--- config.mk ---
export PLATFORM = sky130hd
export DESIGN_NAME = mem_port_arbiter
export DESIGN_NICKNAME = d
export VERILOG_FILES = /design/src/rtl/mem_arb_pkg.sv /design/src/rtl/mem_arb_lat_counter.sv /design/src/rtl/mem_port_arbiter.sv
export SDC_FILE = /design/constraint.sdc
export NUM_CORES = 1
export LEC_CHECK = 0
export BUFFER_PORTS_ARGS = -buffer_cell sky130_fd_sc_hd__buf_4
export CORE_MARGIN = 4
export CORE_UTILIZATION = 43
export DETAILED_ROUTE_END_ITERATION = 6
export HOLD_SLACK_MARGIN = 0.03
export MAX_ROUTING_LAYER = met4
export PLACE_DENSITY = 0.77
export SLEW_MARGIN = 15
export SYNTH_ARGS = -nofsm -noshare
export SYNTH_HDL_FRONTEND = slang
export SYNTH_SLANG_ARGS = --single-unit
export TNS_END_PERCENT = 20
--- constraint.sdc ---
create_clock -name clk -period 1.8 [get_ports clk]
set_input_delay 0.18 -clock clk [delete_from_list [all_inputs] [get_ports clk]]
set_output_delay 0.18 -clock clk [all_outputs]
set_load 0.02 [all_outputs]
--- src/rtl/mem_arb_pkg.sv ---
// Shared types and constants for the unified-memory port arbiter.
package mem_arb_pkg;

  typedef enum logic [1:0] {
    ST_IDLE = 2'd0,
    ST_BUSY = 2'd1,
    ST_RESP = 2'd2
  } arb_state_e;

  localparam logic OWNER_IF = 1'b0;
  localparam logic OWNER_D  = 1'b1;

  localparam logic [2:0] F3_LW = 3'b010;

endpackage

--- src/rtl/mem_arb_lat_counter.sv ---
// Loadable down-counter that times the MEM_LAT access cycles and flags the final one.
module mem_arb_lat_counter
  import mem_arb_pkg::*;
#(
  parameter int MEM_LAT = 2
) (
  input  logic clk,
  input  logic rst,
  input  logic load,
  input  logic run,
  output logic last
);

  localparam int CW = (MEM_LAT > 1) ? $clog2(MEM_LAT) : 1;

  logic [CW-1:0] cnt_r;

  // Load remaining-cycle count at grant, count down through the access.
  always_ff @(posedge clk) begin
    if (rst) begin
      cnt_r <= '0;
    end else if (load) begin
      cnt_r <= CW'(MEM_LAT - 1);
    end else if (run && (cnt_r != '0)) begin
      cnt_r <= cnt_r - 1'b1;
    end else begin
      cnt_r <= cnt_r;
    end
  end

  assign last = (cnt_r == '0);

endmodule

--- src/rtl/mem_port_arbiter.sv ---
// Arbitrates the single unified memory between instruction fetch and load/store,
// sequencing each granted access over MEM_LAT cycles followed by a one-cycle response.
module mem_port_arbiter
  import mem_arb_pkg::*;
#(
  parameter int AW         = 16,
  parameter int DW         = 32,
  parameter int MEM_LAT    = 2,
  parameter int STARVE_MAX = 4
) (
  input  logic          clk,
  input  logic          rst,
  input  logic          if_req,
  input  logic [AW-1:0] if_addr,
  input  logic          if_flush,
  output logic          if_done,
  output logic [DW-1:0] if_rdata,
  input  logic          d_req,
  input  logic          d_we,
  input  logic [2:0]    d_funct3,
  input  logic [AW-1:0] d_addr,
  input  logic [DW-1:0] d_wdata,
  output logic          d_done,
  output logic [DW-1:0] d_rdata,
  output logic          mem_en,
  output logic          mem_we,
  output logic [2:0]    mem_funct3,
  output logic [AW-1:0] mem_addr,
  output logic [DW-1:0] mem_wdata,
  input  logic [DW-1:0] mem_rdata,
  output logic          busy,
  output logic          owner
);

  localparam int SCW = $clog2(STARVE_MAX + 1);

  arb_state_e    state_r;
  logic          owner_r;
  logic          mem_en_r;
  logic          mem_we_r;
  logic          we_r;
  logic [2:0]    funct3_r;
  logic [AW-1:0] addr_r;
  logic [DW-1:0] wdata_r;
  logic          flushed_r;
  logic          if_done_r;
  logic          d_done_r;
  logic [DW-1:0] if_rdata_r;
  logic [DW-1:0] d_rdata_r;
  logic [SCW-1:0] starve_cnt_r;

  logic grant_f_s;
  logic grant_d_s;
  logic starved_s;
  logic last_s;

  // Grant decision: data first (older instruction) unless fetch has been starved.
  always_comb begin
    grant_f_s = 1'b0;
    grant_d_s = 1'b0;
    starved_s = (starve_cnt_r == SCW'(STARVE_MAX));
    if (state_r == ST_IDLE) begin
      grant_f_s = if_req & ~if_flush & (~d_req | starved_s);
      grant_d_s = d_req & ~grant_f_s;
    end else begin
      grant_f_s = 1'b0;
      grant_d_s = 1'b0;
    end
  end

  mem_arb_lat_counter #(.MEM_LAT(MEM_LAT)) u_lat (
    .clk  (clk),
    .rst  (rst),
    .load (grant_f_s | grant_d_s),
    .run  (state_r == ST_BUSY),
    .last (last_s)
  );

  // Starvation counter: consecutive data grants seen while fetch keeps requesting.
  always_ff @(posedge clk) begin
    if (rst || !if_req || grant_f_s) begin
      starve_cnt_r <= '0;
    end else if (grant_d_s && (starve_cnt_r != SCW'(STARVE_MAX))) begin
      starve_cnt_r <= starve_cnt_r + 1'b1;
    end else begin
      starve_cnt_r <= starve_cnt_r;
    end
  end

  // Access sequencer with latched payload, registered memory strobes and done pulses.
  always_ff @(posedge clk) begin
    if (rst) begin
      state_r    <= ST_IDLE;
      owner_r    <= OWNER_IF;
      mem_en_r   <= 1'b0;
      mem_we_r   <= 1'b0;
      we_r       <= 1'b0;
      funct3_r   <= 3'b000;
      addr_r     <= '0;
      wdata_r    <= '0;
      flushed_r  <= 1'b0;
      if_done_r  <= 1'b0;
      d_done_r   <= 1'b0;
      if_rdata_r <= '0;
      d_rdata_r  <= '0;
    end else begin
      case (state_r)
        ST_IDLE: begin
          if (grant_f_s || grant_d_s) begin
            state_r   <= ST_BUSY;
            owner_r   <= grant_d_s ? OWNER_D : OWNER_IF;
            mem_en_r  <= 1'b1;
            mem_we_r  <= grant_d_s & d_we;
            we_r      <= grant_d_s & d_we;
            funct3_r  <= grant_d_s ? d_funct3 : F3_LW;
            addr_r    <= grant_d_s ? d_addr : if_addr;
            wdata_r   <= grant_d_s ? d_wdata : '0;
            flushed_r <= 1'b0;
          end
        end
        ST_BUSY: begin
          mem_we_r <= 1'b0;
          if ((owner_r == OWNER_IF) && if_flush) begin
            flushed_r <= 1'b1;
          end
          if (last_s) begin
            state_r  <= ST_RESP;
            mem_en_r <= 1'b0;
            if (owner_r == OWNER_D) begin
              d_done_r <= 1'b1;
              if (!we_r) begin
                d_rdata_r <= mem_rdata;
              end
            end else if (!flushed_r && !if_flush) begin
              if_done_r  <= 1'b1;
              if_rdata_r <= mem_rdata;
            end
          end
        end
        ST_RESP: begin
          state_r   <= ST_IDLE;
          if_done_r <= 1'b0;
          d_done_r  <= 1'b0;
        end
        default: begin
          state_r   <= ST_IDLE;
          mem_en_r  <= 1'b0;
          mem_we_r  <= 1'b0;
          if_done_r <= 1'b0;
          d_done_r  <= 1'b0;
        end
      endcase
    end
  end

  // A flush arriving during the response cycle still cancels the fetch pulse.
  assign if_done    = if_done_r & ~if_flush;
  assign d_done     = d_done_r;
  assign if_rdata   = if_rdata_r;
  assign d_rdata    = d_rdata_r;
  assign mem_en     = mem_en_r;
  assign mem_we     = mem_we_r;
  assign mem_funct3 = funct3_r;
  assign mem_addr   = addr_r;
  assign mem_wdata  = wdata_r;
  assign busy       = (state_r != ST_IDLE);
  assign owner      = owner_r;

endmodule

# Word level (Yosys, flattened, before mapping)
# Cells that the tools add are included.
# W data, S select, Z words.
dict set report totals {
  input_bits 105
  elab_cells 91
  out_inout_bits 121
  reg_bits 128
}
dict set report classes {
  eq_ne 10
  n_addsub 2
  mux 26
  reduce_logical 23
  n_bitwise 15
}
# operator count
set ops {}
lappend ops {{$mux W32} 1}
lappend ops {{$mux W16} 1}
lappend ops {{$mux W1} 15}
lappend ops {{$reduce_and A4 Y1} 3}
lappend ops {{$ne A2 B2 Y1 const B} 5}
lappend ops {{$reduce_and A3 Y1} 3}
lappend ops {{$not A1 Y1} 8}
lappend ops {{$pmux W1 S2} 4}
lappend ops {{$reduce_and A2 Y1} 3}
lappend ops {{$reduce_bool A2 Y1} 3}
lappend ops {{$and A1 B1 Y1} 5}
lappend ops {{$logic_and A1 B1 Y1} 4}
lappend ops {{$mux W2} 2}
lappend ops {{$pmux W2 S2} 1}
lappend ops {{$add A3 B1 Y3 const B} 1}
lappend ops {{$eq A3 B3 Y1 const B} 1}
lappend ops {{$logic_not A1 Y1} 3}
lappend ops {{$logic_or A1 B1 Y1} 3}
lappend ops {{$mux W3} 1}
lappend ops {{$ne A3 B3 Y1 const B} 1}
lappend ops {{$pmux W1 S3} 1}
lappend ops {{$eq A2 B1 Y1 const B} 1}
lappend ops {{$eq A2 B2 Y1 const B} 1}
lappend ops {{$logic_not A2 Y1} 1}
lappend ops {{other kinds (3)} 4}

# Depth between registers and ports, before layout
dict set report depth {
  ltp_word 9
  mapped_depth 8
}

# Hierarchy
# A second synthesis with hierarchy kept.
dict set report hier_totals {
  hier_cells 554
  area_unflattened_um2 4643.2
}
# mod area_each_um2 instances cells_per_inst
set by_module_without_submodules {}
lappend by_module_without_submodules {mem_port_arbiter 4600.7 1 549}
lappend by_module_without_submodules {mem_arb_lat_counter 42.5 1 5}

# Least setup slack after synthesis
# No wires, ideal clock.
dict set report synth_timing {
  path_type {register -> register}
  start {register state_r[0]}
  end {register d_rdata_r[10] (netlist: d_rdata[10])}
  t_arrival_ns 1.330
  setup_time_ns 0.132
  slack_ns 0.337
  period_less_slack_ns 1.463
  required_ns 1.668
  stages_incl_launch_ff 7
  cell_sequence {dfxtp_1 -> nand2b_1 -> or3_1 -> clkbuf_1 -> buf_2 -> nand2_1 -> a21oi_1}
}
dict set report synth_between {
  elab_chain_cells 2
}
# item line
set synth_rtl {}
lappend synth_rtl {{start, declared} mem_port_arbiter.sv:37} ;# arb_state_e state_r;
lappend synth_rtl {{start signal, assigned} mem_port_arbiter.sv:93} ;# state_r <= ST_IDLE;
lappend synth_rtl {{start signal, assigned} mem_port_arbiter.sv:110} ;# state_r <= ST_BUSY;
lappend synth_rtl {{start signal, assigned} mem_port_arbiter.sv:127} ;# state_r <= ST_RESP;
lappend synth_rtl {{$eq A2 B1 Y1} mem_port_arbiter.sv:107} ;# case (state_r)
lappend synth_rtl {{$reduce_and A4 Y1 (no line)} n/a}
lappend synth_rtl {{end signal, assigned} mem_port_arbiter.sv:132} ;# d_rdata_r <= mem_rdata;
lappend synth_rtl {{end, declared} mem_port_arbiter.sv:49} ;# logic [DW-1:0] d_rdata_r;
# No other way between the ends.
# A chain may end at the register's enable or synchronous reset.

# Final worst setup path
dict set report layout_timing {
  start {register state_r[0]}
  end {register addr_r[8] (netlist: mem_addr[8])}
}
dict set report layout_between {
  elab_chain_cells 4
  word_cells_on_any_way 6
}
# item line
set layout_rtl {}
lappend layout_rtl {{$logic_not A2 Y1 (*)} {mem_port_arbiter.sv:62, mem_port_arbiter.sv:107}}
lappend layout_rtl {{$mux W1} mem_port_arbiter.sv:62} ;# if (state_r == ST_IDLE) begin
lappend layout_rtl {{$logic_or A1 B1 Y1} mem_port_arbiter.sv:109} ;# if (grant_f_s || grant_d_s) begin
lappend layout_rtl {{$reduce_and A2 Y1 (no line)} n/a}
lappend layout_rtl {{end signal, assigned} mem_port_arbiter.sv:116} ;# addr_r <= grant_d_s ? d_addr : if_addr;
lappend layout_rtl {{end, declared} mem_port_arbiter.sv:43} ;# logic [AW-1:0] addr_r;
# Every way passes the cells marked *; elsewhere a longest branch is shown, timed or not.

==> key figures <==
Clock network
  – Clk buf depth: 2
  – Post-cts resize count: 0
  – Clock Latency Late Sink: ~0.50 ns
  – H-tree depth: 4
  – Cts bufs inserted: 17
  – Clock root cell: clkbuf_8
  – Clock-pin slew on the worst setup and hold paths: about 0.06 ns
  – Clock tree from TritonCTS: built
  – Clock Sinks: between 100 and 150

Power and ir drop
  – Part of the power in registers: approximately two fifths
  – Total power: between 0.007 and 0.008 W
  – VDD IR max: approximately 0.7 mV
  – Comb pwr share: between 15 and 20%
  – Power Density: ~990 nW/um^2
  – Clock power share: 43.1%
  – Sw frac: 26.7%
  – P_int: 0.00580 W
  – NetSw: between 0.002 and 0.0025 W
  – Lkg Pwr: roughly 3.5 nW

Critical path
  – Startpoint Class: flip-flop
  – CP Cell Sequence: nor3b_4 > and2_1 > buf_12 > a21oi_1 > a211oi_1
  – RR Startpoint: state_r[0]
  – Max incr delay on CP: roughly 0.4 ns
  – Endpoint class of the critical path: flip-flop
  – CP max stage cell: dfxtp_1
  – Worst Reg-to-Reg Cells: 5
  – Crit path max fanout: 50
  – CP Data Arrival Time: about 2.1 ns
  – Req. time, crit path: around 2.2 ns
  – Flop-to-flop setup slack: between 0.1 and 0.15 ns
  – R2R Path End: mem_addr[8]
  – Crit path kind: flip-flop to flip-flop

Hold path
  – Worst Hold Depth: 2
  – Hold_sp: rst
  – Worst Hold Class: input pin to flip-flop
  – Min-Delay Endpoint: mem_wdata[1]

Die
  – Die ar.: between 10000 and 15000 um^2
  – Num ports: approximately 230
  – Cell row count: 37
  – Die extent in x: 112 um
  – Initial Util: between 40 and 50%
  – Die outline height: between 100 and 150 um
  – Core area: roughly 10000 um^2

Yosys
  – Post-synthesis cell count: 553
  – Synthesized area per cell: around 8.4 um^2
  – Post-synthesis sequential area ratio: 55.0%
  – Unique cell type count in the Yosys netlist: 34
  – Syn nets: 660
  – Async SR Flop Fraction: 0%
  – Seq cells post-synth: between 100 and 150
  – Syn. warnings: 0
  – Main synth FF type: dfxtp_1
  – EDFF count, synth: 0
  – Synthesized area: roughly 4700 um^2

Final layout
  – Most frequent cells in the layout: buf_4 (234), nand2_1 (151), dfxtp_1 (128)
  – # nets final: 970
  – Layout cells sized above 1: 32.0%
  – Commonest non-fill, non-tap cell in the layout: buf_4
  – Ant diodes: 0
  – Fin util: a little under 80%
  – P&R area growth vs syn: 72.3%

Routing
  – DR WL/cell: between 15 and 20 um
  – DR top layer: met4
  – Drt pass-1 iters: 5
  – Met2 routed wirelength: between 8 and 9 mm
  – Initial DRC count: 417
  – Antenna viol nets, final: 0
  – Vias: approximately 5300
  – Avg Vias per Cell: approximately 5.2
  – Met3 WL: about 1.2 mm
  – Drt total wl: 16.1 mm
  – # DRC: 0
  – Met1 WL: roughly 6.3 mm

Timing
  – Setup Skew: 0.00910 ns
  – Max Clock Freq: ~600 MHz
  – Setup violations, final: 0
  – Unrepaired setup endpoints after global routing: false
  – Min Tclk post-route: 1.67 ns
  – TNS Setup: 0 ns
  – Worst-margin pin slew: 0.478 ns
  – Setup ws final: around 0.13 ns
  – Worst slew margin: between 60% and 70%
  – Tcrit/Tclk final: 92.9%
  – Final max-slew violation count: 0
  – Hold Vio Cnt, Final: 0

Global routing
  – Overall Global Routing Usage: approximately a quarter
  – Largest net degree at the start of global routing: 71
  – Initial antenna violation count: 0
  – First-pass GRT wire length: between 20 and 30 mm
  – Vias in the first global route: around 5300
  – Grt total ovfl: 0

Place
  – I/O Buffers: about 230
  – Pre-CTS setup slack: around 0.17 ns
  – RePlAce Congestion: about 0.83
  – Hpwl dp: roughly 10 mm

Job
  – Maxcap violations: 0

Outcome
  – Status: finished, final reports clean
## worst max path at each step
| stage | startpoint | end | slack (ns) | cells after the start |
|---|---|---|---|---|
| floorplan | state_r[0] | d_rdata[10] | 0.34 | 6 |
| global placement | state_r[0] | mem_addr[14] | 0.24 | 5 |
| detailed placement | state_r[0] | mem_addr[1] | 0.17 | 5 |
| CTS | state_r[0] | busy | 0.13 | 3 |
| global route | starve_cnt_r[1] | mem_addr[13] | 0.006 | 7 |
| finish | state_r[0] | mem_addr[8] | 0.13 | 5 |
## worst max-delay path, delay by kind of cell, from the launching register on
kind	cells	cell delay [ns]
AOI/OAI and AO/OA	2	0.37
DFF	1	0.40
buffers and inverters	1	0.25
and+or+nand+nor	2	0.57
## registers in the layout, summed over array words and instances, names as in the netlist
signal,flops
mem_addr,16
d_done,1
mem_we,1
we_r,1
if_rdata,32
flushed_r,1
state_r,2
mem_wdata,32
if_done_r,1
u_lat.cnt_r,1
owner,1
starve_cnt_r,3
mem_funct3,3
mem_en,1
d_rdata,32
## cell usage after synthesis, types with 2 or more instances
cell	n	share of area, %
nand2b_1	3	0.40
a22oi_1	35	5.6
clkbuf_1	24	1.9
nor3_1	6	0.65
buf_4	5	0.81
a211oi_1	12	1.9
a31oi_1	2	0.27
nor2_1	56	4.5
dfxtp_1	128	55
and2_1	2	0.27
nor2b_1	2	0.27
inv_1	4	0.32
buf_2	12	1.3
a211oi_2	6	1.6
nand2_1	151	12
ha_1	2	0.54
a21oi_1	86	9.2
## cells by family after synthesis
family | synth area share [%]
compound gates | 19.4
buf+inv | 4.68
fa+ha+maj | 0.537
xor+xnor | 0.188
simple gates | 20.2
flops | 55.0
## through the flow
stage | hold WS, ns | cells | area, um^2
4_1_cts | 0.0319 | 1012 | 8020
5_1_grt | 0.0337 | 1012 | 8020
3_3_place_gp | 0.427 | 885 | 6480
3_5_place_dp | 0.436 | 885 | 6480
2_1_floorplan | 0.316 | 553 | 4660
6_report | 0.0537 | 1012 | 8020
## routing by layer
layer	global-route usage [%]	vias to the layer above
met5	-	-
met4	11.0	0
met3	6.63	44
met2	44.1	251
met1	28.3	2480
li1	-	2489
## area by class of cell
| class | count | area (um^2) |
|---|---|---|
| clock inverters | 14 | 178 |
| repair buffers | 333 | 2790 |
| fillers | 695 | 2390 |
| flip-flops and latches | 128 | 2560 |
| inverters | 5 | 18.8 |
| clock buffers | 18 | 418 |
| multi-input cells | 378 | 1890 |
| well taps | 136 | 170 |
## timing repair
item                       in CTS  in global routing
setup endpoints to repair       0                  0
hold buffers                   95                  0
hold endpoints to repair      118                  0
setup buffers                   0                  0
## power groups by stage
stage / Sequential (W) / Combinational [W] / Clock [W]
after global placement: 0.00315 / 0.00118 / 0
after global routing: 0.00312 / 0.00150 / 0.00361
after detailed placement: 0.00315 / 0.00121 / 0
after CTS: 0.00310 / 0.00138 / 0.00347
final: 0.00310 / 0.00140 / 0.00342
after floorplan: 0.00332 / 0.000468 / 0
(Power assumes the default switching activity.)
